### src/rtl/mmss_timer_pkg.sv
// Shared types and seven-segment helpers for the MM:SS timer.
package mmss_pkg;

    localparam logic [6:0] SEG_0     = 7'b1000000;
    localparam logic [6:0] SEG_1     = 7'b1111001;
    localparam logic [6:0] SEG_2     = 7'b0100100;
    localparam logic [6:0] SEG_3     = 7'b0110000;
    localparam logic [6:0] SEG_4     = 7'b0011001;
    localparam logic [6:0] SEG_5     = 7'b0010010;
    localparam logic [6:0] SEG_6     = 7'b0000010;
    localparam logic [6:0] SEG_7     = 7'b1111000;
    localparam logic [6:0] SEG_8     = 7'b0000000;
    localparam logic [6:0] SEG_9     = 7'b0010000;
    localparam logic [6:0] SEG_BLANK = 7'b1111111;

    typedef struct packed {
        logic [3:0] mt;
        logic [3:0] mu;
        logic [3:0] st;
        logic [3:0] su;
    } digits_t;

    function automatic logic [6:0] bcd_to_seg(input logic [3:0] d);
        case (d)
            4'd0:    return SEG_0;
            4'd1:    return SEG_1;
            4'd2:    return SEG_2;
            4'd3:    return SEG_3;
            4'd4:    return SEG_4;
            4'd5:    return SEG_5;
            4'd6:    return SEG_6;
            4'd7:    return SEG_7;
            4'd8:    return SEG_8;
            4'd9:    return SEG_9;
            default: return SEG_BLANK;
        endcase
    endfunction

    function automatic logic [6:0] min_val(input logic [3:0] tens, input logic [3:0] units);
        return 7'(tens) * 7'd10 + 7'(units);
    endfunction

endpackage

### src/rtl/mmss_timer_if.sv
// Control and display bundle of the MM:SS timer.
interface mmss_timer_if;
    logic        run;
    logic        up_dn;
    logic        load;
    logic [15:0] load_bcd;
    logic [7:0]  hex3;
    logic [7:0]  hex2;
    logic [7:0]  hex1;
    logic [7:0]  hex0;
    logic        wrap;
    logic        done;
    logic        load_err;

    modport master (
        output run, up_dn, load, load_bcd,
        input  hex3, hex2, hex1, hex0, wrap, done, load_err
    );

    modport slave (
        input  run, up_dn, load, load_bcd,
        output hex3, hex2, hex1, hex0, wrap, done, load_err
    );
endinterface

### src/rtl/mmss_timer_prescaler.sv
// Tick-enable prescaler: counts 0..DIV-1 while enabled, tick on the last count.
module mmss_prescaler #(
    parameter int DIV = 10
) (
    input  logic clk,
    input  logic rst_n,
    input  logic en,
    input  logic clr,
    output logic tick,
    output logic first_half
);
    localparam int W = (DIV > 1) ? $clog2(DIV) : 1;

    logic [W-1:0] cnt;

    assign tick       = en && (cnt == W'(DIV - 1));
    assign first_half = cnt < W'(DIV / 2);

    always_ff @(posedge clk) begin
        if (!rst_n)
            cnt <= '0;
        else if (clr)
            cnt <= '0;
        else if (en)
            cnt <= tick ? '0 : cnt + 1'b1;
    end
endmodule

### src/rtl/mmss_timer.sv
// MM:SS up/down timer with BCD load, terminal pulses and registered 7-seg outputs.
module mmss_timer
    import mmss_pkg::*;
#(
    parameter int CLK_HZ   = 50000000,
    parameter int TICK_HZ  = 1,
    parameter int MAX_MIN  = 59,
    parameter int INIT_MIN = 58,
    parameter int INIT_SEC = 57
) (
    input logic        clk,
    input logic        rst_n,
    mmss_timer_if.slave bus
);
    localparam int DIV = CLK_HZ / TICK_HZ;
    localparam digits_t INIT_D = '{
        mt: 4'(INIT_MIN / 10), mu: 4'(INIT_MIN % 10),
        st: 4'(INIT_SEC / 10), su: 4'(INIT_SEC % 10)
    };

    digits_t dig, nxt, ld, disp;
    logic    tick, first_half, ld_ok;
    logic    wrap_n, done_n, err_n;
    logic    wrap_q, done_q, err_q;
    logic [7:0] hex3_q, hex2_q, hex1_q, hex0_q;

    // Any load request, good or bad, stalls the prescaler for that cycle.
    mmss_prescaler #(.DIV(DIV)) u_presc (
        .clk        (clk),
        .rst_n      (rst_n),
        .en         (bus.run && !bus.load),
        .clr        (bus.load && ld_ok),
        .tick       (tick),
        .first_half (first_half)
    );

    assign ld    = digits_t'(bus.load_bcd);
    assign ld_ok = (ld.mt <= 4'd9) && (ld.mu <= 4'd9) && (ld.st <= 4'd5) && (ld.su <= 4'd9)
                && (min_val(ld.mt, ld.mu) <= 7'(MAX_MIN));

    always_comb begin
        nxt    = dig;
        wrap_n = 1'b0;
        done_n = 1'b0;
        err_n  = 1'b0;
        if (bus.load) begin
            if (ld_ok) nxt = ld;
            else       err_n = 1'b1;
        end else if (tick) begin
            if (bus.up_dn) begin
                if (min_val(dig.mt, dig.mu) == 7'(MAX_MIN) && dig.st == 4'd5 && dig.su == 4'd9) begin
                    nxt    = '0;
                    wrap_n = 1'b1;
                end else if (dig.su != 4'd9) begin
                    nxt.su = dig.su + 4'd1;
                end else begin
                    nxt.su = 4'd0;
                    if (dig.st != 4'd5) nxt.st = dig.st + 4'd1;
                    else begin
                        nxt.st = 4'd0;
                        if (dig.mu != 4'd9) nxt.mu = dig.mu + 4'd1;
                        else begin
                            nxt.mu = 4'd0;
                            nxt.mt = dig.mt + 4'd1;
                        end
                    end
                end
            end else if (dig != '0) begin
                if (dig.su != 4'd0) nxt.su = dig.su - 4'd1;
                else begin
                    nxt.su = 4'd9;
                    if (dig.st != 4'd0) nxt.st = dig.st - 4'd1;
                    else begin
                        nxt.st = 4'd5;
                        if (dig.mu != 4'd0) nxt.mu = dig.mu - 4'd1;
                        else begin
                            nxt.mu = 4'd9;
                            nxt.mt = dig.mt - 4'd1;
                        end
                    end
                end
                done_n = (nxt == '0);
            end
        end
    end

    // Displays decode the value the digit registers are about to hold.
    assign disp = rst_n ? nxt : INIT_D;

    always_ff @(posedge clk) begin
        if (!rst_n) begin
            dig    <= INIT_D;
            wrap_q <= 1'b0;
            done_q <= 1'b0;
            err_q  <= 1'b0;
        end else begin
            dig    <= nxt;
            wrap_q <= wrap_n;
            done_q <= done_n;
            err_q  <= err_n;
        end
    end

    always_ff @(posedge clk) begin
        hex3_q <= {1'b1, bcd_to_seg(disp.mt)};
        hex2_q <= {(rst_n && bus.run) ? ~first_half : 1'b0, bcd_to_seg(disp.mu)};
        hex1_q <= {1'b1, bcd_to_seg(disp.st)};
        hex0_q <= {1'b1, bcd_to_seg(disp.su)};
    end

    assign bus.hex3     = hex3_q;
    assign bus.hex2     = hex2_q;
    assign bus.hex1     = hex1_q;
    assign bus.hex0     = hex0_q;
    assign bus.wrap     = wrap_q;
    assign bus.done     = done_q;
    assign bus.load_err = err_q;
endmodule
### src/flat_wrapper.sv
// flat-port wrapper written by rule: the top's interface ports become plain ports
module mmss_timer_flat import mmss_pkg::*;
#(
    parameter int CLK_HZ   = 50000000,
    parameter int TICK_HZ  = 1,
    parameter int MAX_MIN  = 59,
    parameter int INIT_MIN = 58,
    parameter int INIT_SEC = 57
)
  (clk, rst_n, bus_run, bus_up_dn, bus_load, bus_load_bcd, bus_hex3, bus_hex2, bus_hex1, bus_hex0, bus_wrap, bus_done, bus_load_err);
  mmss_timer_if bus_i ();
  input logic clk;
  input logic rst_n;
  input wire logic [$bits(bus_i.run)-1:0] bus_run;
  input wire logic [$bits(bus_i.up_dn)-1:0] bus_up_dn;
  input wire logic [$bits(bus_i.load)-1:0] bus_load;
  input wire logic [$bits(bus_i.load_bcd)-1:0] bus_load_bcd;
  output wire logic [$bits(bus_i.hex3)-1:0] bus_hex3;
  output wire logic [$bits(bus_i.hex2)-1:0] bus_hex2;
  output wire logic [$bits(bus_i.hex1)-1:0] bus_hex1;
  output wire logic [$bits(bus_i.hex0)-1:0] bus_hex0;
  output wire logic [$bits(bus_i.wrap)-1:0] bus_wrap;
  output wire logic [$bits(bus_i.done)-1:0] bus_done;
  output wire logic [$bits(bus_i.load_err)-1:0] bus_load_err;
  assign bus_i.run = bus_run;
  assign bus_i.up_dn = bus_up_dn;
  assign bus_i.load = bus_load;
  assign bus_i.load_bcd = bus_load_bcd;
  assign bus_hex3 = bus_i.hex3;
  assign bus_hex2 = bus_i.hex2;
  assign bus_hex1 = bus_i.hex1;
  assign bus_hex0 = bus_i.hex0;
  assign bus_wrap = bus_i.wrap;
  assign bus_done = bus_i.done;
  assign bus_load_err = bus_i.load_err;
  mmss_timer #(.CLK_HZ(CLK_HZ), .TICK_HZ(TICK_HZ), .MAX_MIN(MAX_MIN), .INIT_MIN(INIT_MIN), .INIT_SEC(INIT_SEC)) u_core (.clk(clk), .rst_n(rst_n), .bus(bus_i));
endmodule
### config.mk
export PLATFORM = sky130hd
export DESIGN_NAME = mmss_timer_flat
export DESIGN_NICKNAME = d
export VERILOG_FILES = /design/src/rtl/mmss_timer_pkg.sv /design/src/rtl/mmss_timer_if.sv /design/src/rtl/mmss_timer_prescaler.sv /design/src/rtl/mmss_timer.sv /design/src/flat_wrapper.sv
export SDC_FILE = /design/constraint.sdc
export NUM_CORES = 1
export LEC_CHECK = 0
export CAP_MARGIN = 20
export CORE_UTILIZATION = 52
export CTS_CLUSTER_SIZE = 10
export DETAILED_ROUTE_END_ITERATION = 7
export GPL_ROUTABILITY_DRIVEN = 0
export PLACE_DENSITY = 0.82
export SLEW_MARGIN = 20
export SYNTH_ARGS = -nofsm -noshare
export SYNTH_HDL_FRONTEND = slang
export SYNTH_SLANG_ARGS = --single-unit
### constraint.sdc
create_clock -name clk -period 3.9 [get_ports clk]
set_input_delay 0.975 -clock clk [delete_from_list [all_inputs] [get_ports clk]]
set_output_delay 0.975 -clock clk [all_outputs]
set_load 0.02 [all_outputs]
# Yosys cells after proc, flatten, opt, wreduce, memory -nomap -nowiden

Memories as Yosys holds them, arrays and structs flattened. A register that Yosys moved wholly into a read port is not among the register bits.
Cells that the tools add are included.

Register bits after elaboration: 46
Memory bits (read-only): 448
Input bits: 21
Output and inout port bits: 35
Memories: 4

Memories:

| memory          | words | bits a word | rd ports | clocked after Yosys merged registers in | wr ports | line                 | source |
|---|---|---|---|---|---|---|---|
| (no name shown) | 16    | 7           | 1        | 1                                       | 0        | mmss_timer_pkg.sv:24 | `case (d)` |
| (no name shown) | 16    | 7           | 1        | 1                                       | 0        | mmss_timer_pkg.sv:24 |  |
| (no name shown) | 16    | 7           | 1        | 1                                       | 0        | mmss_timer_pkg.sv:24 |  |
| (no name shown) | 16    | 7           | 1        | 1                                       | 0        | mmss_timer_pkg.sv:24 |  |

$add $sub $neg: 11
Multipliers: 2
Magnitude comparators: 6
Equality and inequality tests: 7
Muxes and demuxes: 30
Bitwise gates (word level): 5
Reductions and logical operators: 20

Operators with widths:

| operator                                                     | count |
|---|---|
| two-way mux 16 bit                                           | 7 |
| two-way mux 12 bit                                           | 6 |
| two-way mux 4 bit                                            | 12 |
| adder 26 x 1 -> 26 bit, second input constant                | 1 |
| equality test 26 bit, second input constant                  | 1 |
| less-than comparator 26 x 25 -> 1 bit, second input constant | 1 |
| two-way mux 26 bit                                           | 1 |
| adder 4 x 1 -> 4 bit, second input constant                  | 4 |
| zero test 16 bit                                             | 1 |
| two-way mux 8 bit                                            | 2 |
| nonzero test 16 bit                                          | 1 |
| subtractor 4 x 1 -> 4 bit, second input constant             | 4 |
| adder 7 x 4 -> 7 bit                                         | 2 |
| <= comparator 4 bit, second input constant                   | 3 |
| multiplier 4 x 3 -> 6 bit, second input constant             | 2 |
| nonzero test 4 bit                                           | 3 |
| logical AND 1 bit                                            | 10 |
| != test 4 bit, second input constant                         | 2 |
| equality test 7 x 6 -> 1 bit, second input constant          | 1 |
| <= comparator 7 x 6 -> 1 bit, second input constant          | 1 |
| NOT 1 bit                                                    | 5 |
| OR reduction 5 bit                                           | 1 |
| equality test 4 x 3 -> 1 bit, second input constant          | 1 |
| equality test 4 bit, second input constant                   | 1 |
| other kinds (7)                                              | 8 |

# Longest topological paths before layout

Word-level depth: 13
Gate-level depth with buffers: 16
Depth with buffers taken out: 15

# Cells and area by module

A second synthesis with hierarchy kept.

Cell total of the unflattened synthesis: 666
Area, all modules: 5496.5 um^2

Modules (own cells, without submodules):

| module         | instances | cells each | area each (um^2) | seq. area each (um^2) |
|---|---|---|---|---|
| mmss_timer     | 1         | 509        | 4167.7           | 960.9 |
| mmss_prescaler | 1         | 157        | 1328.8           | 520.5 |

# Worst setup path before layout

OpenSTA, ideal clock, no wires.

Path kind: in2reg
Start: input port bus_load_bcd[13]
End: register u_core.hex0_q[4], in the netlist u_core.bus.hex0[4]
Library setup time: 0.079 ns
Data arrival time: 4.111 ns
Required time: 3.821 ns
Path slack: -0.291 ns
Stages on the path: 13
Buffers on the path: 0
Cell sequence: ha_1 -> ha_1 -> inv_1 -> fa_1 -> a211o_1 -> a221oi_1 -> nand2_1 -> o31ai_1 -> o2bb2ai_2 -> inv_2 -> ha_1 -> mux2_2 -> a22oi_1

RTL lines:

| element     | line               | source |
|---|---|---|
| from (decl) | flat_wrapper.sv:17 | `input wire logic [$bits(bus_i.load_bcd)-1:0] bus_load_bcd;` |
| to (decl)   | mmss_timer.sv:25   | `logic [7:0] hex3_q, hex2_q, hex1_q, hex0_q;` |

# Worst setup path in the final report

Start: input port bus_load_bcd[9]
End: register u_core.hex1_q[3], in the netlist u_core.bus.hex1[3]

Cells in the longest elaborated chain, start to end: 8
Elaborated cells on any way between the ends: 10

Ends and longest elaborated chain:

| element                                                      | line             | source |
|---|---|---|
| branches (longest 4 deep; another with adder 7 x 4 -> 7 bit) | -                |  |
| logical AND 1 bit (*)                                        | mmss_timer.sv:39 | `&& (min_val(ld.mt, ld.mu) <= 7'(MAX_MIN));` |
| two-way mux 16 bit (*)                                       | mmss_timer.sv:47 | `if (ld_ok) nxt = ld;` |
| two-way mux 16 bit (*)                                       | mmss_timer.sv:46 | `if (bus.load) begin` |
| two-way mux 16 bit (*)                                       | mmss_timer.sv:88 | `assign disp = rst_n ? nxt : INIT_D;` |
| to (decl)                                                    | mmss_timer.sv:25 |  |

Every way passes the cells marked *.
A chain may end at the register's enable or synchronous reset.

==> metrics.md <==
| Metric | Value |
|---|---|
| Initial antenna violation count | 0 |
| WHS | 0.493 ns |
| R2R Setup Slk | 0.26 ns |
| Critical Path Fanout Max | 7 |
| Min-delay worst type | reg2reg |
| Total Power | 1.68 mW |
| Core Region | 9770 um^2 |
| Horiz. Die Dim | 103 um |
| Slew Limit Fails | 0 |
| Post-synth top cells | dfxtp_1 (74), nor2_1 (61), a21oi_1 (48), inv_1 (48), ha_1 (45) |
| Critical Path RT | 4.14 ns |
| Vias/cell | 5.98 |
| DRC viols | 0 |
| Grt ovf | 0 |
| Initial Util | 53.8% |
| Crit path time final | 3.82 ns |
| Initial drt markers | 432 |
| Port bufs | 52 |
| Root Driver | clkbuf_8 |
| Yosys warning total | 0 |
| Critical path arrival | 4.06 ns |
| Maximum vdd ir drop | 0.216 mV |
| Number of unique standard cell types used by synthesis | 83 |
| Number of fill cells | 821 |
| Clock skew | 0.00643 ns |
| Cts hold-fix bufs | 0 |
| First-pass GRT wire length | 23,600 um |
| Least-Margin Pin Slew | 0.797 ns |
| Post-Syn Area | 5250 um^2 |
| Leakage | 2.71 nW |
| Layout cells sized above 1 | 19.8% |
| Slew margin rel. | 46.3% |
| Crit share post-route | 98.0% |
| Largest net degree at the start of global routing | 26 |
| Die area | 10,500 um^2 |
| CP max-delay cell | clkdlybuf4s50_1 |
| Nets | 821 |
| Non-Filler Instances | 889 |
| H-tree levels | 3 |
| Setup TNS Final | 0 ns |
| Total wire length | 14,400 um |
| Pwr/cell area | 252 nW/um^2 |
| Layout area overhead | 27.0% |
| TritonCTS buffer count | 9 |
| I/O pin count | 56 |
| Highest Clock Rate | 262 MHz |
| Top-count cell post-synth | dfxtp_1 |
| Synth Register Bits | 74 |
| Post-DRT Antenna Nets | 0 |
| Max cap viols | 0 |
| Total number of vias | 5,317 |
| Max incr delay on CP | 0.48 ns |
| Placed cell count | 865 |
| Cell taking the most area after synthesis | dfxtp_1 |
| Clk sink count | 74 |
| Gr usage total | 28.8% |
| DRT Pass-1 Iters | 5 |
| DP HPWL | 10,800 um |
| Die Y | 103 um |
| Top cells by area, synth | dfxtp_1 (28%), ha_1 (11%), a21oi_1 (4.6%), nor2_1 (4.4%), xor2_1 (3.5%) |
| N_diodes | 0 |
| Avg Inst Size Synth | 8.23 um^2 |
| Max Buffers Root-to-Sink | 2 |
| Reg clk slew, reported paths | 0.09 ns |
| Crit path cell chain | clkdlybuf4s50_1 -> ha_1 -> inv_1 -> fa_2 -> xor2_2 -> a211oi_1 -> buf_4 -> a221o_1 -> nor2_1 -> buf_4 -> a21oi_1 -> o22a_1 -> buf_4 -> buf_4 -> ha_1 -> o21ai_1 -> a21oi_1 |
| Rows | 36 |
| Vias in the first global route | 5,140 |
| Critical Path Start Type | input port |
| Most frequent CP cell | buf_4 |
| TritonCTS clock tree | built |
| Final number of setup-violating endpoints | 0 |
| Critical Path End Type | flop |
| Clock latency on the worst-skew pair | 0.36 ns |
| Async S/R FF share, synth | 0% |
| Post-synth EDFFs | 0 |
| Mapped Cells | 638 |
| Worst setup path category | in2reg |
| Top FF cell, synth | dfxtp_1 |
| Share of the synthesized area in the top cell type | 28.2% |
| Status | finished, final reports clean |
| Seq/Total Area, Yosys | 28.2% |
| DR WL/cell | 16.2 um |
| Hold Vio Cnt, Final | 0 |
==> cell type report <==
class | count | area, um^2 | share of cell area (%)
Timing Repair Buffer | 132 | 1130 | 17.0
Clock inverter | 7 | 58.8 | 0.882
Tap cell | 133 | 166 | 2.49
Inverter | 50 | 188 | 2.81
Sequential cell | 74 | 1480 | 22.2
Multi-Input combinational cell | 484 | 3520 | 52.8
Clock buffer | 9 | 124 | 1.86
==> flip-flops by register name (all words and copies together), names as in the netlist <==
| name | flops |
|---|---|
| u_core.u_presc.cnt | 26 |
| u_core.bus.hex3 | 7 |
| u_core.dig | 16 |
| u_core.bus.wrap | 1 |
| u_core.bus.hex2 | 8 |
| u_core.bus.done | 1 |
| u_core.bus.hex1 | 7 |
| u_core.bus.hex0 | 7 |
| u_core.bus.load_err | 1 |
==> worst max-delay path: cells and delay by family <==
kind                       cells  cell delay (ns)
AOI/OAI and AO/OA              6             0.96
adders and majority gates      3             0.69
buffers and inverters          6             1.15
xor gates and xnor gates       1             0.16
and+or+nand+nor                1             0.11
==> cells in the final DEF (no fill, tap or decap), types with 8 or more instances in the layout <==
| cell | n |
|---|---|
| o22ai_1 | 8 |
| nand2_1 | 38 |
| nor3_1 | 18 |
| clkbuf_8 | 9 |
| inv_1 | 44 |
| nor4_1 | 8 |
| dfxtp_1 | 74 |
| nor2_1 | 61 |
| nand4_1 | 11 |
| mux2i_1 | 15 |
| a21oi_1 | 43 |
| clkdlybuf4s50_1 | 48 |
| xnor2_1 | 11 |
| o21ai_0 | 32 |
| nand3_1 | 28 |
| buf_4 | 77 |
| xor2_1 | 20 |
| ha_1 | 39 |
==> metrics by stage <==
step,utilization [%],area [um^2],setup slack [ns]
2_1_floorplan,-,5330,-0.0531
3_3_place_gp,65.1,6360,-0.525
3_5_place_dp,65.1,6360,-0.659
4_1_cts,67.3,6580,0.00181
5_1_grt,68.2,6670,-0.0102
6_report,68.2,6670,0.0798
==> report_power, final <==
part | internal (mW) | switching, mW
Combinational | 0.151 | 0.171
Clock | 0.239 | 0.326
Sequential | 0.777 | 0.0168
==> routing by layer <==
| layer | GRT usage [%] | vias up | share of wire, % |
|---|---|---|---|
| li1 | - | 2502 | - |
| met3 | 5.83 | 72 | 8.4 |
| met4 | 14.8 | 0 | 4.3 |
| met5 | 0 | - | 0 |
| met1 | 35.6 | 2469 | 40 |
| met2 | 47.3 | 274 | 47 |
==> final timing paths <==
kind	from	to	cells after the start
setup / recovery	bus_load_bcd[9]	u_core.bus.hex1[3]	17
hold / removal	u_core.u_presc.cnt[1]	u_core.u_presc.cnt[1]	2
setup reg to reg	u_core.dig[13]	u_core.bus.hex3[1]	15
hold reg to reg	u_core.u_presc.cnt[1]	u_core.u_presc.cnt[1]	2
==> what timing repair did <==
| item | 4_1_cts | 5_1_grt |
|---|---|---|
| setup endpoints to repair | 28 | 26 |
| pin swaps | 10 | 12 |
| gates resized for setup | 8 | 24 |
| setup buffers | 4 | 4 |
==> kinds of logic after synthesis <==
| family | after synthesis | synth area share (%) |
|---|---|---|
| compound gates | 160 | 20.9 |
| xor+xnor | 33 | 5.50 |
| fa+ha+maj | 49 | 12.2 |
| buf+inv | 82 | 7.43 |
| flops | 74 | 28.2 |
| mux | 17 | 3.29 |
| other cells | 1 | 0.0714 |
| simple gates | 222 | 22.4 |
Note: power is estimated with default switching activity, not from simulation.
==> patch: new RTL, same flow settings <==
Reset style: asynchronous (`rst_n`), changed in 2 clocked blocks.
--- a/src/rtl/mmss_timer_prescaler.sv
+++ b/src/rtl/mmss_timer_prescaler.sv
@@ -17,5 +17,5 @@
     assign first_half = cnt < W'(DIV / 2);
 
-    always_ff @(posedge clk) begin
+    always_ff @(posedge clk or negedge rst_n) begin
         if (!rst_n)
             cnt <= '0;
--- a/src/rtl/mmss_timer.sv
+++ b/src/rtl/mmss_timer.sv
@@ -88,5 +88,5 @@
     assign disp = rst_n ? nxt : INIT_D;
 
-    always_ff @(posedge clk) begin
+    always_ff @(posedge clk or negedge rst_n) begin
         if (!rst_n) begin
             dig    <= INIT_D;
Function: differs if rst_n is asserted again (counterexample within 4 cycles, from zero or initial values and one cycle with rst_n low); with rst_n held inactive, the same outputs for 4 cycles.
==> patch against the unedited design <==
- the flow now finishes with violations (design-rule violations)
- routed wire length increased by 15%
- cell area is 7.1% higher
- synthesized area rose by 5.0%
- worst hold slack improved by 0.042 ns
- worst setup slack about the same
- sequential cell count stayed put
- critical endpoint is now u_core.bus.hex2[4]
- highest routed layer unchanged
Power is not compared: it rests on default switching activity, and its combinational part moved more than twofold at a synthesized area within 25%.
==> patch: results (changes against the unedited design) <==
[status]
status=finished, violations left  ; was finished, final reports clean
violations=design-rule violations

[synth]
synth.area.top_cells=dfrtp_1 (17%), dfxtp_1 (11%), ha_1 (9.1%), o21ai_0 (4.8%), a21oi_1 (4.2%)  ; was dfxtp_1 (28%), ha_1 (11%), a21oi_1 (4.6%), nor2_1 (4.4%), xor2_1 (3.5%)
synth_cell_types=88  ; was 83
seq_area_frac_synth=0.311  ; was 0.282
netlist_instances=670  ; was 638
synth_ff_type=dfrtp_1  ; was dfxtp_1
synthTopCellsByCount=nor2_1 (55), o21ai_0 (53), a21oi_1 (46)  ; was dfxtp_1 (74), nor2_1 (61), a21oi_1 (48), inv_1 (48), ha_1 (45)
async_flop_share=0.608  ; was 0

[cts]
htree_levels=3  ; unchanged
clock_latency_ns=0.37
cts_max_path_buffers=2  ; unchanged
cts.sinks=74  ; unchanged

[cells_and_area]
multi_input_cells=514  ; was 484
drive_gt1_frac=0.229  ; was 0.198
num-nets-final=849  ; was 821
regArea_mm2=0.00172  ; was 0.00148 mm²
largest_register_ffs=26  ; unchanged
multi_input_area_share=0.516  ; was 0.528
final.signal_buffer_count=138  ; was 132
final-nonclk-buf-share=0.168  ; was 0.170
clock_area_frac=0.0277  ; was 0.0274
stdcell_count=925  ; was 889
clkbuf_count=11  ; was 9
seq_share=0.240  ; was 0.222
fillers=748  ; was 821
n_all_inverters=47  ; was 50

[critical_path]
critPathMaxFanout=4  ; was 7
rr_startpoint=u_core.dig[14]  ; was u_core.dig[13]
cp_slowest_cell=fa_2  ; was clkdlybuf4s50_1
crit_start=bus_load_bcd[14]  ; was bus_load_bcd[9]
r2r_end=u_core.bus.hex3[3]  ; was u_core.bus.hex3[1]
crit_family=compound AO/OA/AOI/OAI gates  ; was buffers and inverters
crit_arrival_ns=4.07  ; was 4.06 ns
reg2reg_slack_ns=0.22  ; was 0.26 ns
crit_end=u_core.bus.hex2[4]  ; was u_core.bus.hex1[3]

[place]
dp_slack_ns=-0.709  ; was -0.659 ns
numPortBuffers=52  ; unchanged
placed_area_mm2=0.00674  ; was 0.00636 mm²
placedCellCount=903  ; was 865
dp_hpwl_mm=11.9  ; was 10.8 mm

[timing]
hold_viol_final=0  ; unchanged
whs_ns=0.535  ; was 0.493 ns
skew_ns=0.0128  ; was 0.00643 ns
worst_pin_slew_ns=0.664  ; was 0.797 ns
fmax_mhz=262  ; about the same

[power_and_ir_drop]
swShare=0.401
ir_drop_mv=0.348

[route]
drc=2  ; was 0
dr_total_vias=5876  ; was 5317
wl_mm=16.6  ; was 14.4 mm
drt_iter0_drc=545  ; was 432
first_pass_iters=8  ; was 5

[global_route]
grt_max_degree=32  ; was 26
grt_pass1_vias=5608  ; was 5140
grt_usage=0.300  ; was 0.288
antenna_found_initial=0  ; unchanged
grt_pass1_wl_mm=26.7  ; was 23.6 mm

[hold_path]
hold_path.class=in -> async  ; was reg -> reg

[floorplan]
nWellTaps=136  ; was 133

[patch: kinds of logic (layout without fill, tap and decap cells)]
| family | Yosys count | count (layout) | synth area share |
|---|---|---|---|
| buffers and inverters | 84 | 201 | 0.0622 |
| and+or+nand+nor | 245 | 245 | 0.242 |
| DFF | 74 | 74 | 0.311 |
| xor gates and xnor gates | 13 | 13 | 0.0206 |
| other | 1 | 3 | 0.000680 |
| muxes | 6 | 6 | 0.0109 |
| adders and majority gates | 44 | 44 | 0.105 |
| AOI/OAI and AO/OA | 203 | 203 | 0.247 |
[patch: repair_timing]
| item | 4_1_cts | 5_1_grt |
|---|---|---|
| hold buffers | 0 | 0 |
| gates resized for setup | 28 | 23 |
| buffers inserted | 1 | 5 |
| pin swaps | 6 | 16 |
| endpoints found under the setup margin | 47 | 26 |
[patch: layer usage]
metal	up-vias	track usage	part of all wire
met4	0	0.160	0.043
met1	2759	0.390	0.41
met2	340	0.466	0.45
met5	-	0	0
met3	85	0.0674	0.092
li1	2692	-	-
